File: config.mk
export PLATFORM = sky130hd
export DESIGN_NAME = alu_seq_flat
export DESIGN_NICKNAME = d
export VERILOG_FILES = /design/src/rtl/alu_pkg.sv /design/src/rtl/alu_seq_if.sv /design/src/rtl/shift_add_mult.sv /design/src/rtl/alu_seq.sv /design/src/flat_wrapper.sv
export SDC_FILE = /design/constraint.sdc
export NUM_CORES = 1
export LEC_CHECK = 0
export ABC_AREA = 1
export BUFFER_PORTS_ARGS = -buffer_cell sky130_fd_sc_hd__buf_2
export CAP_MARGIN = 15
export CORE_MARGIN = 8
export CORE_UTILIZATION = 50
export CTS_CLUSTER_SIZE = 12
export DETAILED_ROUTE_END_ITERATION = 6
export HOLD_SLACK_MARGIN = 0.15
export PLACE_DENSITY = 0.69
export SLEW_MARGIN = 40
export SYNTH_ARGS = -nofsm -noshare
export SYNTH_HDL_FRONTEND = slang
export SYNTH_SLANG_ARGS = --single-unit
export TNS_END_PERCENT = 5
File: constraint.sdc
create_clock -name clk -period 4.58 [get_ports clk]
set_clock_uncertainty 0.2 [all_clocks]
set_input_delay 0.458 -clock clk [delete_from_list [all_inputs] [get_ports clk]]
set_output_delay 0.458 -clock clk [all_outputs]
set_load 0.01 [all_outputs]
File: src/rtl/alu_pkg.sv
// Shared opcodes, FSM encodings and helpers for the sequential ALU.
package alu_pkg;

  localparam logic [2:0] OP_ADD = 3'd0;
  localparam logic [2:0] OP_SUB = 3'd1;
  localparam logic [2:0] OP_CMP = 3'd2;
  localparam logic [2:0] OP_SQR = 3'd3;
  localparam logic [2:0] OP_MUL = 3'd4;

  typedef enum logic [1:0] {
    ST_IDLE = 2'd0,
    ST_CALC = 2'd1,
    ST_DONE = 2'd2
  } alu_state_t;

  // True for the opcodes that run on the iterative multiplier.
  function automatic logic is_mult_op(input logic [2:0] sel);
    return (sel == OP_SQR) || (sel == OP_MUL);
  endfunction

endpackage

File: src/rtl/alu_seq_if.sv
// Operand/result bus of the sequential ALU.
//
// Handshake: a transfer happens on a rising clk edge where valid && ready
// are both 1. A producer holds its payload stable while valid=1 and ready=0;
// valid never waits on ready. The input side (in_valid/in_ready) carries
// A, B, Cin, Bin, sel; the output side (out_valid/out_ready) carries Y and
// the flags, which stay stable until the result is taken.
interface alu_seq_if #(parameter int DATA_WIDTH = 8);

  logic                      in_valid;
  logic                      in_ready;
  logic [DATA_WIDTH-1:0]     A;
  logic [DATA_WIDTH-1:0]     B;
  logic                      Cin;
  logic                      Bin;
  logic [2:0]                sel;
  logic                      out_valid;
  logic                      out_ready;
  logic [2*DATA_WIDTH-1:0]   Y;
  logic                      Cout;
  logic                      Bout;
  logic                      gr;
  logic                      le;
  logic                      eq;
  logic                      err;

  // Requester side: presents operands, consumes results.
  modport master (
    output in_valid, A, B, Cin, Bin, sel, out_ready,
    input  in_ready, out_valid, Y, Cout, Bout, gr, le, eq, err
  );

  // ALU side.
  modport slave (
    input  in_valid, A, B, Cin, Bin, sel, out_ready,
    output in_ready, out_valid, Y, Cout, Bout, gr, le, eq, err
  );

endinterface

File: src/rtl/shift_add_mult.sv
// Iterative unsigned shift-add multiplier: one partial product per cycle,
// DATA_WIDTH cycles per multiply. done pulses in the cycle of the final
// step, with product already showing the full 2N-bit result.
module shift_add_mult #(
  parameter int DATA_WIDTH = 8
) (
  input  logic                    clk,
  input  logic                    rst,
  input  logic                    start,
  input  logic [DATA_WIDTH-1:0]   a,
  input  logic [DATA_WIDTH-1:0]   b,
  output logic                    done,
  output logic [2*DATA_WIDTH-1:0] product
);

  localparam int N     = DATA_WIDTH;
  localparam int CNT_W = $clog2(DATA_WIDTH) + 1;

  logic             busy;
  logic [CNT_W-1:0] cnt;
  logic [2*N-1:0]   acc;
  logic [2*N-1:0]   a_sh;
  logic [N-1:0]     b_sh;
  logic [2*N-1:0]   acc_nxt;

  // Next accumulator value; the last step is visible before it is stored.
  always_comb begin
    acc_nxt = acc;
    if (b_sh[0]) acc_nxt = acc + a_sh;
    done    = busy && (cnt == CNT_W'(N - 1));
    product = acc_nxt;
  end

  // Load on start, then shift a left / b right once per step; cnt never wraps.
  always_ff @(posedge clk) begin
    if (rst) begin
      busy <= 1'b0;
      cnt  <= '0;
      acc  <= '0;
      a_sh <= '0;
      b_sh <= '0;
    end else if (start) begin
      busy <= 1'b1;
      cnt  <= '0;
      acc  <= '0;
      a_sh <= {{N{1'b0}}, a};
      b_sh <= b;
    end else if (busy) begin
      acc  <= acc_nxt;
      a_sh <= a_sh << 1;
      b_sh <= b_sh >> 1;
      if (done) busy <= 1'b0;
      else      cnt  <= cnt + CNT_W'(1);
    end
  end

endmodule

File: src/rtl/alu_seq.sv
// Sequential ALU: handshake FSM plus single-cycle ADD/SUB/CMP datapath,
// with SQR/MUL delegated to the shared shift-add multiplier. Results are
// held in registers until the consumer accepts them.
module alu_seq
  import alu_pkg::*;
#(
  parameter int DATA_WIDTH = 8
) (
  input  logic        clk,
  input  logic        rst,
  alu_seq_if.slave    bus,
  output alu_state_t  state_dbg
);

  localparam int N = DATA_WIDTH;

  alu_state_t state, state_nxt;

  logic           accept;
  logic           mult_start;
  logic           mult_done;
  logic [N-1:0]   mult_b;
  logic [2*N-1:0] mult_product;

  logic [N:0]     sum;
  logic [N:0]     diff;
  logic [2*N-1:0] res_y;
  logic           res_cout, res_bout, res_gr, res_le, res_eq, res_err;

  logic [2*N-1:0] y_q;
  logic           cout_q, bout_q, gr_q, le_q, eq_q, err_q;

  assign bus.in_ready  = (state == ST_IDLE) && !rst;
  assign bus.out_valid = (state == ST_DONE);
  assign bus.Y         = y_q;
  assign bus.Cout      = cout_q;
  assign bus.Bout      = bout_q;
  assign bus.gr        = gr_q;
  assign bus.le        = le_q;
  assign bus.eq        = eq_q;
  assign bus.err       = err_q;
  assign state_dbg     = state;

  assign accept     = bus.in_valid && bus.in_ready;
  assign mult_start = accept && is_mult_op(bus.sel);
  // SQR reuses the multiplier with both operands taken from A.
  assign mult_b     = (bus.sel == OP_SQR) ? bus.A : bus.B;

  shift_add_mult #(.DATA_WIDTH(N)) u_mult (
    .clk     (clk),
    .rst     (rst),
    .start   (mult_start),
    .a       (bus.A),
    .b       (mult_b),
    .done    (mult_done),
    .product (mult_product)
  );

  // Single-cycle results from the operands presented at acceptance.
  // The SUB borrow is the sign bit of the N+1-bit difference.
  always_comb begin
    sum      = {1'b0, bus.A} + {1'b0, bus.B} + (N+1)'(bus.Cin);
    diff     = {1'b0, bus.A} - {1'b0, bus.B} - (N+1)'(bus.Bin);
    res_y    = '0;
    res_cout = 1'b0;
    res_bout = 1'b0;
    res_gr   = 1'b0;
    res_le   = 1'b0;
    res_eq   = 1'b0;
    res_err  = 1'b0;
    case (bus.sel)
      OP_ADD: begin
        res_y    = (2*N)'(sum);
        res_cout = sum[N];
      end
      OP_SUB: begin
        res_y    = (2*N)'(diff[N-1:0]);
        res_bout = diff[N];
      end
      OP_CMP: begin
        res_gr = bus.A > bus.B;
        res_le = bus.A < bus.B;
        res_eq = bus.A == bus.B;
      end
      OP_SQR, OP_MUL: ;
      default: res_err = 1'b1;
    endcase
  end

  // State register; reset aborts any operation in flight.
  always_ff @(posedge clk) begin
    if (rst) state <= ST_IDLE;
    else     state <= state_nxt;
  end

  // Next-state logic: IDLE -> (CALC ->) DONE -> IDLE on retirement.
  always_comb begin
    state_nxt = state;
    case (state)
      ST_IDLE: if (accept) state_nxt = is_mult_op(bus.sel) ? ST_CALC : ST_DONE;
      ST_CALC: if (mult_done) state_nxt = ST_DONE;
      ST_DONE: if (bus.out_ready) state_nxt = ST_IDLE;
      default: state_nxt = ST_IDLE;
    endcase
  end

  // Result registers: loaded at acceptance (flags cleared for multiplies)
  // and again with the product on the final multiplier step.
  always_ff @(posedge clk) begin
    if (rst) begin
      y_q    <= '0;
      cout_q <= 1'b0;
      bout_q <= 1'b0;
      gr_q   <= 1'b0;
      le_q   <= 1'b0;
      eq_q   <= 1'b0;
      err_q  <= 1'b0;
    end else if (accept) begin
      y_q    <= res_y;
      cout_q <= res_cout;
      bout_q <= res_bout;
      gr_q   <= res_gr;
      le_q   <= res_le;
      eq_q   <= res_eq;
      err_q  <= res_err;
    end else if ((state == ST_CALC) && mult_done) begin
      y_q <= mult_product;
    end
  end

endmodule

File: src/flat_wrapper.sv
// flat-port wrapper written by rule: the top's interface ports become plain ports
module alu_seq_flat import alu_pkg::*;
#(
  parameter int DATA_WIDTH = 8
)
  (clk, rst, state_dbg, bus_in_valid, bus_A, bus_B, bus_Cin, bus_Bin, bus_sel, bus_out_ready, bus_in_ready, bus_out_valid, bus_Y, bus_Cout, bus_Bout, bus_gr, bus_le, bus_eq, bus_err);
  alu_seq_if #(.DATA_WIDTH(DATA_WIDTH)) bus_i ();
  input  logic clk;
  input  logic rst;
  output alu_state_t state_dbg;
  input wire logic [$bits(bus_i.in_valid)-1:0] bus_in_valid;
  input wire logic [$bits(bus_i.A)-1:0] bus_A;
  input wire logic [$bits(bus_i.B)-1:0] bus_B;
  input wire logic [$bits(bus_i.Cin)-1:0] bus_Cin;
  input wire logic [$bits(bus_i.Bin)-1:0] bus_Bin;
  input wire logic [$bits(bus_i.sel)-1:0] bus_sel;
  input wire logic [$bits(bus_i.out_ready)-1:0] bus_out_ready;
  output wire logic [$bits(bus_i.in_ready)-1:0] bus_in_ready;
  output wire logic [$bits(bus_i.out_valid)-1:0] bus_out_valid;
  output wire logic [$bits(bus_i.Y)-1:0] bus_Y;
  output wire logic [$bits(bus_i.Cout)-1:0] bus_Cout;
  output wire logic [$bits(bus_i.Bout)-1:0] bus_Bout;
  output wire logic [$bits(bus_i.gr)-1:0] bus_gr;
  output wire logic [$bits(bus_i.le)-1:0] bus_le;
  output wire logic [$bits(bus_i.eq)-1:0] bus_eq;
  output wire logic [$bits(bus_i.err)-1:0] bus_err;
  assign bus_i.in_valid = bus_in_valid;
  assign bus_i.A = bus_A;
  assign bus_i.B = bus_B;
  assign bus_i.Cin = bus_Cin;
  assign bus_i.Bin = bus_Bin;
  assign bus_i.sel = bus_sel;
  assign bus_i.out_ready = bus_out_ready;
  assign bus_in_ready = bus_i.in_ready;
  assign bus_out_valid = bus_i.out_valid;
  assign bus_Y = bus_i.Y;
  assign bus_Cout = bus_i.Cout;
  assign bus_Bout = bus_i.Bout;
  assign bus_gr = bus_i.gr;
  assign bus_le = bus_i.le;
  assign bus_eq = bus_i.eq;
  assign bus_err = bus_i.err;
  alu_seq #(.DATA_WIDTH(DATA_WIDTH)) u_core (.clk(clk), .rst(rst), .bus(bus_i), .state_dbg(state_dbg));
endmodule
* Word-level counts from Yosys, hierarchy flattened
Index checks and enable logic that the tools add are counted.
** Word-level totals
- Word-level logic and storage cells :: 72
- Input bits :: 25
- Flip-flop bits (word level) :: 69
- Output and inout bits :: 26
** Operators by class
- Reduce and logical (&&, ||, !) cells :: 15
- $lt $le $gt $ge :: 2
- $add $sub $neg :: 6
- Eq/ne operators :: 11
- Bitwise logic cells :: 1
- Multiplexer cells :: 23
** Operators by type and width (count)
- 16-bit 2-to-1 mux :: 3
- 8-bit 2-to-1 mux :: 5
- 9-bit case mux with 2 select lines :: 1
- 16-bit adder :: 1
- 8-bit by 8-bit adder with 9-bit output :: 1
- 9-bit by 1-bit adder with 9-bit output :: 1
- 1-bit 2-to-1 mux :: 9
- 8-bit by 8-bit subtractor with 9-bit output :: 1
- 9-bit by 1-bit subtractor with 9-bit output :: 1
- 8-bit equality test :: 1
- 8-bit greater-than comparator :: 1
- 8-bit < comparator :: 1
- 2-bit 2-to-1 mux :: 4
- 3-bit by 2-bit equality test with 1-bit output, second input constant :: 2
- 2-bit case mux with 3 select lines :: 1
- 1-bit logical AND :: 5
- 5-bit OR reduction :: 1
- 4-bit by 1-bit adder with 4-bit output, second input constant :: 1
- 4-bit by 3-bit equality test with 1-bit output, second input constant :: 1
- 2-bit by 1-bit != test with 1-bit output, second input constant :: 2
- 2-bit nonzero test :: 2
- 3-bit by 1-bit equality test with 1-bit output, second input constant :: 1
- 3-bit equality test, second input constant :: 1
- 3-bit logical NOT :: 1
- 10 further kinds :: 10

* Longest topological paths before layout
Gate-level depths: netlist of the first run.
- Depth in word-level cells :: 5
- Gate-level depth with buffers :: 14
- Gate-level depth less buffers :: 14

* Hierarchy
From an unflattened synthesis of the first run, not the netlist that was laid out.
** Unflattened totals
- Cells, all modules :: 810
- Area total of the unflattened synthesis :: 5165.0 sq um
** By module, submodules not included
- shift_add_mult :: seq. area each 900.9 sq um, times used 1, area each 2887.8 sq um, cells each 453
- alu_seq :: seq. area each 480.5 sq um, times used 1, area each 2277.2 sq um, cells each 357

* Worst setup path after synthesis of the first run
No wires, ideal clock.
- Kind :: in2reg
- Start point :: input port bus_Bin
- End point :: register u_core.y_q[6] (netlist: u_core.bus.Y[6])
- Stages on the path :: 14
- Buffers on the path :: 0
- Data arrival time :: 2.047 ns
- Data required time :: 4.316 ns
- Path slack :: 2.269 ns
- Library setup time :: 0.064 ns
- Cell sequence :: inv_1 -> fa_1 -> fa_1 -> inv_1 -> nand2_1 -> nand2_1 -> nand2_1 -> nand2_1 -> nand2_1 -> nand2_1 -> nand3_1 -> a21oi_1 -> nor2_1 -> nor2_1
** Between the ends
- Longest elaborated chain between the ends :: 3
** Ends and longest elaborated chain
- from (decl) :: RTL line flat_wrapper.sv:15 : input wire logic [$bits(bus_i.Bin)-1:0] bus_Bin;
- 9-bit by 1-bit subtractor with 9-bit output :: RTL line alu_seq.sv:63 : diff = {1'b0, bus.A} - {1'b0, bus.B} - (N+1)'(bus.Bin);
- 9-bit case mux with 2 select lines :: RTL line alu_seq.sv:71 : case (bus.sel)
- 16-bit 2-to-1 mux :: RTL line alu_seq.sv:118 : end else if (accept) begin
- to (signal assigned) :: RTL line alu_seq.sv:119 : y_q <= res_y;
- to (signal assigned) :: RTL line alu_seq.sv:127 : y_q <= mult_product;
- to (decl) :: RTL line alu_seq.sv:30 : logic [2*N-1:0] y_q;
No other way between the ends.
A chain may end at the register's enable or synchronous reset.

* Worst setup path in the final report of the first run
- Start point :: register u_core.u_mult.b_sh[0]
- End point :: register u_core.y_q[1] (netlist: u_core.bus.Y[1])
** Between the ends
- Longest elaborated chain between the ends :: 3
** Ends and longest elaborated chain
- from (decl) :: RTL line shift_add_mult.sv:23 : logic [N-1:0] b_sh;
- from (signal assigned) :: RTL line shift_add_mult.sv:51 : b_sh <= b_sh >> 1;
- 16-bit 2-to-1 mux :: RTL line shift_add_mult.sv:29 : if (b_sh[0]) acc_nxt = acc + a_sh;
- 16-bit 2-to-1 mux :: RTL line alu_seq.sv:126 : end else if ((state == ST_CALC) && mult_done) begin
- 16-bit 2-to-1 mux :: RTL line alu_seq.sv:118
No other way between the ends. The select of a mux whose other input is x is not followed.

==> results.md, run 1 <==
Job:
- The tool flagged a number of max-cap violations equal to 0.

Drt:
- The detailed router finished its first iteration with 253 violations.
- The routed wire length is 13.5 mm.
- Before antenna repair, the detailed router went through 5 iterations.
- In the detailed route, the total length drawn on met3 is between 400 and 500 um.
- For this block, wires on met1 add up to 6.42 mm.
- In the routed design, unresolved DRC markers number 0.
- Dividing the detail-routed wire length by the instance count gives 13.8 um.
- Summed over all nets, wire length on met2 after detailed routing comes to 6.52 mm.
- The detailed router used layers up to and including met4.
- The routed via count divided by cell count is 5.27.
- The remaining antenna violation count is 0.
- The routed layout has 5151 vias.

Worst hold path:
- The class of the tightest hold or removal check is in2reg.
- The end of the worst hold path is u_core.bus.le$_SDFFE_PP0P_.
- The number of instances on the worst hold path is 4.
- The source of the worst hold timing path is bus_sel[2].

Yosys:
- In the synthesized netlist the dominant register cell turns out to be dfxtp_1.
- After synthesis, flip-flops and latches occupy 26.8% of the total area.
- In the synthesized netlist, the number of instances is 798.
- The number of nets in the synthesized netlist is 873.
- The synthesized design contains 0 enable-type register cells.
- The most common cell in the synthesized netlist is nand2_1.
- The cell taking the most area after synthesis is dfxtp_1.
- The synthesized area is just over 5000 sq um.
- The number of unique standard cell types used by synthesis is 47.
- The async set-reset flop share out of synthesis is 0%.
- Synthesis inferred 69 register bits.
- The top-area cell type share of the netlist area is 26.8%.
- The commonest cells after synthesis are 231 x nand2_1, 122 x inv_1, 69 x dfxtp_1, 69 x nand3_1, 68 x a21oi_1.
- Ranked by total cell area, the synthesized netlist is headed by dfxtp_1 27%, nand2_1 17%, ha_1 11%.
- Yosys printed 0 warnings.
- The mean instance size in the synthesized netlist is 6.45 sq um.

Floorplan:
- The floorplan step defined a core boundary enclosing between 10000 and 15000 sq um.
- 51 I/O pins were placed.
- The number of rows created at floorplan is 37.
- The width of the die is between 100 and 150 um.
- The floorplan step set the die height to 117 um.
- The starting density of the core is 50.8%.
- The total die area is 13800 sq um.

Setup path:
- The number of cells traversed by the worst register-to-register path is 4.
- The sort of element at the start of the critical path is a flop.
- The setup path with the least slack is of type reg2reg.
- At the worst endpoint, the required time is between 4000 and 5000 ps.
- Walking the worst path, the cells encountered are inv_1 > o21ai_0 > a21oi_1 > a21oi_1.
- The signal arrival time at the worst endpoint is 2460 ps.
- The worst register-to-register path begins at u_core.u_mult.b_sh[0]$_SDFFE_PP0P_.
- The setup slack of the worst register-to-register path is 2190 ps.
- The maximum fanout along the worst path is 21.
- The nature of the critical path endpoint is a flop.
- The standard cell with the maximum stage delay on the critical path is dfxtp_1.
- In this design, the critical path's most frequently occurring cell is a21oi_1.
- The worst register-to-register path ends at u_core.bus.Y[1]$_SDFFE_PP0P_.
- The worst stage delay on the critical path is 850 ps.

Place:
- The count of buffers inserted at the top-level ports is 50.
- Detailed placement ended at an HPWL of approximately 10 mm.
- The instance area after placement is 5460 sq um.
- The worst-case setup slack after placement is 1960 ps.
- Routability-driven placement finished with a final weighted congestion of 0.914.

Timing:
- For this run, the top clock speed supported by timing is about 420 MHz.
- After layout, the minimum clock period comes to 2390 ps.
- Setup repair after global routing left no endpoint under its margin.
- The final count of pins violating max slew is 0.
- The final setup violation count is 0.
- The number of hold-slack violations in the final timing report was 0.
- For the pin with the worst max-slew slack, the measured transition is 810 ps.
- Dividing the final minimum period by the clock period gives 52.2%.
- The worst path meets setup with between 2000 and 2500 ps of slack.
- The worst relative slew slack is 45.9%.
- After routing, the total negative slack on setup checks comes to 0 ps.

Clocking:
- The root buffer selected by CTS is clkbuf_8.
- Hold repair after CTS inserted 0 buffers.
- The quantity of gates resized following cts is 0.
- Counting the buffers created by CTS gives 9.
- Buffers added to address setup during post-CTS repair amount to 0.
- CTS saw 69 sinks.
- Clock latency on the worst-skew pair, taken at its later pin, is 350 ps.
- In this run the number of H-tree levels came out at 3.
- The clock passes through at most 2 buffers.
- TritonCTS built the clock tree.
- The clock-pin slew on the worst setup and hold paths is 90 ps.

Finish:
- The final instance area is 5700 sq um.
- For this run, the post-layout net count is 912.
- The layout overhead on the synthesized area is 10.6%.
- The antenna cell count is 0.
- Of the cells placed in the final design, the portion with a size suffix greater than 1 is 11.0%.

Global routing:
- The final global-route overflow total is 0.
- For this run, the total global-route usage over all layers was measured as approximately 19%.
- The via count of the first global-routing pass was 4998.
- The first global-routing pass estimated 22.6 mm of wire.
- The number of antenna violations at the first check in global routing is 0.
- The maximum number of pins on one net before global-route repair is 43.

Power and ir drop:
- Overall power consumption after layout is estimated at 1.53 mW.
- The worst IR drop on VDD is 0.122 mV.
- The ratio of total power to cell area is between 200 and 300 nW/um^2.
- Summed over all cells, the static leakage comes to between 2 and 3 nW.

Run status:
- The flow ran to the end, and the final reports show no timing, DRC or antenna violations.
[critical path: cells and delay by family, from the launching register on]
family | cells | cell delay (ps)
DFF | 1 | 850
AOI/OAI and AO/OA | 3 | 740
buffers and inverters | 1 | 510
[how the worst max path moves through the flow]
stage	start	to
2_1_floorplan	bus_Bin	u_core.bus.Y[6]$_SDFFE_PP0P_
3_3_place_gp	bus_Cin	u_core.bus.Y[2]$_SDFFE_PP0P_
3_5_place_dp	bus_Cin	u_core.bus.Y[2]$_SDFFE_PP0P_
4_1_cts	u_core.u_mult.b_sh[0]$_SDFFE_PP0P_	u_core.bus.Y[1]$_SDFFE_PP0P_
5_1_grt	u_core.u_mult.a_sh[0]$_SDFFE_PP0P_	u_core.bus.Y[4]$_SDFFE_PP0P_
6_report	u_core.u_mult.b_sh[0]$_SDFFE_PP0P_	u_core.bus.Y[1]$_SDFFE_PP0P_
[through the flow]
| step | util (%) | hold slack [ps] | instances |
|---|---|---|---|
| after detailed placement | 53.9 | 256 | 962 |
| after global routing | 56.2 | 249 | 978 |
| final | 56.2 | 239 | 978 |
| after CTS | 56.2 | 213 | 978 |
| after global placement | 53.9 | 254 | 962 |
| after floorplan | - | 239 | 798 |
[placed cells by master (no fill, tap or decap), drive strengths merged]
| cell type | n |
|---|---|
| nand2 | 234 |
| inv | 129 |
| a21oi | 72 |
| nand3 | 69 |
| dfxtp | 69 |
| buf | 52 |
| nor2 | 46 |
| ha | 45 |
| o21ai | 41 |
| nand4 | 11 |
| clkbuf | 10 |
| a31oi | 9 |
| o211ai | 7 |
| nand3b | 5 |
| fa | 5 |
| or2 | 5 |
| nor3 | 4 |
| o21bai | 4 |
| xor2 | 2 |
| xnor2 | 2 |
| a211oi | 2 |
| o21a | 2 |
| a21o | 2 |
| bufinv | 2 |
| nor3b | 2 |
| o221a | 1 |
| nor4 | 1 |
| o221ai | 1 |
| and2 | 1 |
| a21boi | 1 |
| o22ai | 1 |
| a32oi | 1 |
| a22oi | 1 |
| o2111ai | 1 |
| clkinvlp | 1 |
| clkinv | 1 |
[registers in the layout (all words and copies together) (netlist names), 2 cells and up]
signal and cells:
u_core.bus.Y 16, u_core.u_mult.acc 16, u_core.state_dbg 2, u_core.u_mult.a_sh 16, u_core.u_mult.cnt 4, u_core.u_mult.b_sh 8
[where the power goes]
| group | switching [mW] | internal [mW] | total, mW | leakage [nW] |
|---|---|---|---|---|
| Sequential | 0.0171 | 0.621 | 0.638 | 0.560 |
| Combinational | 0.207 | 0.109 | 0.316 | 2.14 |
| Clock | 0.252 | 0.326 | 0.578 | 0.113 |
[area by class of cell]
type	instances	area, sq um
fillers	986	4440
multi-input cells	578	3170
flip-flops and latches	69	1380
inverters	127	479
repair buffers	52	265
well taps	136	170
clock buffers	10	138
clock inverters	6	93.8
[logic make-up after synthesis]
logic type	share of synthesized area, %
adder cells (fa/ha/maj)	12.9
AND/OR/NAND/NOR	31.9
XOR/XNOR	0.681
AO/OA/AOI/OAI	16.1
buffers and inverters	11.6
flip-flops	26.8
[per-layer routing]
layer  vias up  global-route usage (%)
li1       2653                       -
met1      2365                    23.8
met3        14                    2.73
met5         -                       0
met2       119                    35.0
met4         0                    4.32
No activity file was read; power rests on OpenSTA's default activity.
==> run 2: changes to the inputs <==
--- a/config.mk
+++ b/config.mk
@@ -13,7 +13,7 @@
 export CTS_CLUSTER_SIZE = 12
 export DETAILED_ROUTE_END_ITERATION = 6
 export HOLD_SLACK_MARGIN = 0.15
-export PLACE_DENSITY = 0.69
+export PLACE_DENSITY = 0.72
 export SLEW_MARGIN = 40
 export SYNTH_ARGS = -nofsm -noshare
 export SYNTH_HDL_FRONTEND = slang
==> constraint.sdc (replaced) <==
create_clock -name clk -period 2 [get_ports clk]
set_clock_uncertainty 0.2 [all_clocks]
set_input_delay 0.2 -clock clk [delete_from_list [all_inputs] [get_ports clk]]
set_output_delay 0.2 -clock clk [all_outputs]
set_load 0.01 [all_outputs]
==> results.md, run 2 (synthesis results as in run 1) <==
Run status:
- The run finished with clean final reports.

Setup path:
- The most frequent cell on the critical path is nand2_1.
- In this run the worst path has a maximum fanout of 3.
- The signal arrival time at the worst endpoint is 2060 ps.
- Traced cell by cell, the critical path runs through ha_1 > or2_2 > nand3b_1 > nand2_2 > nand2_1 > nand2_1 > nand2_1 > nand3_2 > nand2_1 > nand2_1 > nand2_1 > inv_1.
- The startpoint-to-endpoint class of the critical path is reg2reg.
- The standard cell with the maximum stage delay on the critical path is dfxtp_1.
- The cell family with the largest share of critical-path delay is simple AND/OR/NAND/NOR gates.
- STA classifies the critical path endpoint as a flop.
- At the worst endpoint, the required time is 2070 ps.
- STA classifies the critical path startpoint as a flop.
- The largest single stage delay on the critical path is 330 ps.
- The number of buffers and inverters on the critical path is 1.

Finish:
- 0 antenna diodes ended up in the layout.
- Relative to the synthesized area, the layout overhead comes to 25.7%.
- The library cells used most frequently in the layout, excluding fill and tap cells, are 224 x nand2_1, 121 x inv_1, 64 x dfxtp_1.
- At the end of the flow, the number of nets in the layout was 981.
- The most common cell after layout, fill and taps aside is nand2_1.
- The layout has 904 filler cells.
- The ratio of cells with drive above 1 in the final layout is 20.6%.

Floorplan:
- The floorplan has 37 rows.
- The placeable core area is about 10000 sq um.
- The die covers 13800 sq um.
- The initial utilization of the core area, before any placement, comes to 50.8%.
- In this run the count of I/O pins placed on the die edge is 51.
- The width of the die is around 120 um.
- The die span in y is 117 um.

Drt:
- The routed design uses slightly above 700 um of met3 wire.
- The starting DRC count in detailed routing is 313.
- Dividing the detail-routed via count by the number of cells gives 5.35.
- The post-detailed-route DRC marker count is 0.
- The overall via count from detail_route is 5597.
- Wire segments on met2 add up to 7.19 mm in the final route.
- The topmost layer with routed signal wires is met4.
- The routed wire length is around 15 mm.
- After detailed routing, the wire length on met1 is 6.58 mm.
- The first detailed-routing pass took 5 iterations.
- The wire length per cell is 14.3 um.
- The count of nets left with antenna violations once routing finished came out at 0.

Global routing:
- Entering global routing, the biggest net connects 41 pins.
- The via count of the first global-routing pass came to 5585.
- The first global-routing pass estimated ~25 mm of wire.
- The number of antenna violations at the first check in global routing came to 0.
- The final global-route overflow total is 0.
- Global routing used 21.3% of the available tracks.

Clocking:
- The clock insertion delay at the later pin of the skew report is between 300 and 400 ps.
- TritonCTS built the clock tree.
- No sink is reached through more buffers than the 2 on the longest clock path.
- For this design, the sink count on the clock tree is between 60 and 70.
- The CTS buffer count is 9.
- After clock tree synthesis, the clock-pin slew on the worst setup and hold paths is 90 ps.
- Clock tree synthesis selected as its root buffer the cell clkbuf_8.
- The maximum level of the CTS H-tree is 3.

Job:
- Across the run, the number of max-cap violations was 0.

Power and ir drop:
- The total chip power is 3.56 mW.
- The leakage power summed over all cells is 3.12 nW.
- Dividing total power by cell area gives a power density of 551 nW/um^2.
- The worst IR drop on VDD is between 0.3 and 0.4 mV.

Timing:
- The share of the clock period used by the worst path after layout is 99.4%.
- Setup repair after global routing could not meet its margin everywhere.
- The transition time at the pin with the least slew margin is 446 ps.
- The upper clock frequency limit is 503 MHz.
- The worst path in the final design needs a cycle of between 1500 and 2000 ps, including I/O delays and setup.
- After routing, the total negative slack on setup checks comes to 0 ps.
- The number of hold-slack violations in the final timing report is 0.
- The final count of pins violating max slew is 0.
- Setup violations remaining at the end of the flow were counted as 0.
- The minimum setup slack in the final design is about 11 ps.
- Headroom to the max-slew limit came out at between 70% and 80%.

Place:
- OpenSTA, run right after detailed placement, puts the worst setup slack at -269 ps.
- The count of buffers inserted at the top-level ports is 50.
- The final estimated routing congestion in global placement is roughly 0.91.
- Detailed placement ended at an HPWL of ~11 mm.

Worst hold path:
- The class of the tightest hold or removal check is in2reg.
==> run 2: cell types whose count changed in the layout (fill, tap and decap cells not counted), moves of 5 or more <==
cell / delta
buf_4: +52
nand2_1: -7
ha_1: -11
nand3_1: -8
nand2_2: +6
a21oi_1: -5
a21oi_2: +5
nand3_2: +8
ha_4: +10
dfxtp_1: -5
dfxtp_2: +5
dlygate4sd3_1: +17
o21ai_0: -5
==> run 2: power by group <==
| part | switching, mW | internal (mW) |
|---|---|---|
| Combinational | 0.524 | 0.369 |
| Sequential | 0.0422 | 1.42 |
| Clock | 0.588 | 0.618 |
==> run 2: timing repair <==
action	CTS	global route
endpoints found under the setup margin	12	35
setup buffers	0	2
gates resized for setup	13	40
hold buffers	17	0
pin swaps	2	8
hold endpoints to repair	16	0
==> run 2: final timing paths <==
kind                                                         from                                 end  slack, ps  depth (start not counted)
worst max register to register  u_core.u_mult.acc[2]$_SDFFE_PP0P_  u_core.u_mult.acc[13]$_SDFFE_PP0P_         10                         12
worst min register to register      u_core.bus.Y[15]$_SDFFE_PP0P_       u_core.bus.Y[15]$_SDFFE_PP0P_        260                          2
worst min-delay path                                     bus_B[2]  u_core.u_mult.b_sh[2]$_SDFFE_PP0P_        160                          5
worst max-delay path            u_core.u_mult.acc[2]$_SDFFE_PP0P_  u_core.u_mult.acc[13]$_SDFFE_PP0P_         10                         12
==> run 2: final cells by class <==
cell class | count | area (sq um) | area share (%)
clock buffer | 10 | 138 | 2.13
clock inverter | 6 | 71.3 | 1.10
inverter | 127 | 479 | 7.40
multi-input combinational | 578 | 3400 | 52.6
sequential | 69 | 1390 | 21.4
tap | 136 | 170 | 2.63
timing repair buffer | 121 | 826 | 12.8
==> run 2: worst reg2reg max path: cells and delay by family, from the launching register on <==
family                   cells  cell delay, ps
adder cells (fa/ha/maj)      1             310
AND/OR/NAND/NOR             10            1040
flip-flops                   1             330
buffers and inverters        1              30
==> run 2: stage by stage <==
step                      utilization (%)  instance area [sq um]  hold slack [ps]  instances
final                                63.9                   6470              159       1047
after global routing                 63.9                   6470              195       1047
after CTS                            61.7                   6250              153       1045
after detailed placement             57.6                   5840              256       1012
after global placement               57.6                   5840              254       1012
after floorplan                         -                   5150             69.4        798
==> run 2: per-layer routing <==
layer	GRT usage (%)	up-vias
met5	0	-
met3	3.17	35
li1	-	2800
met4	10.2	0
met2	36.7	180
met1	25.6	2582
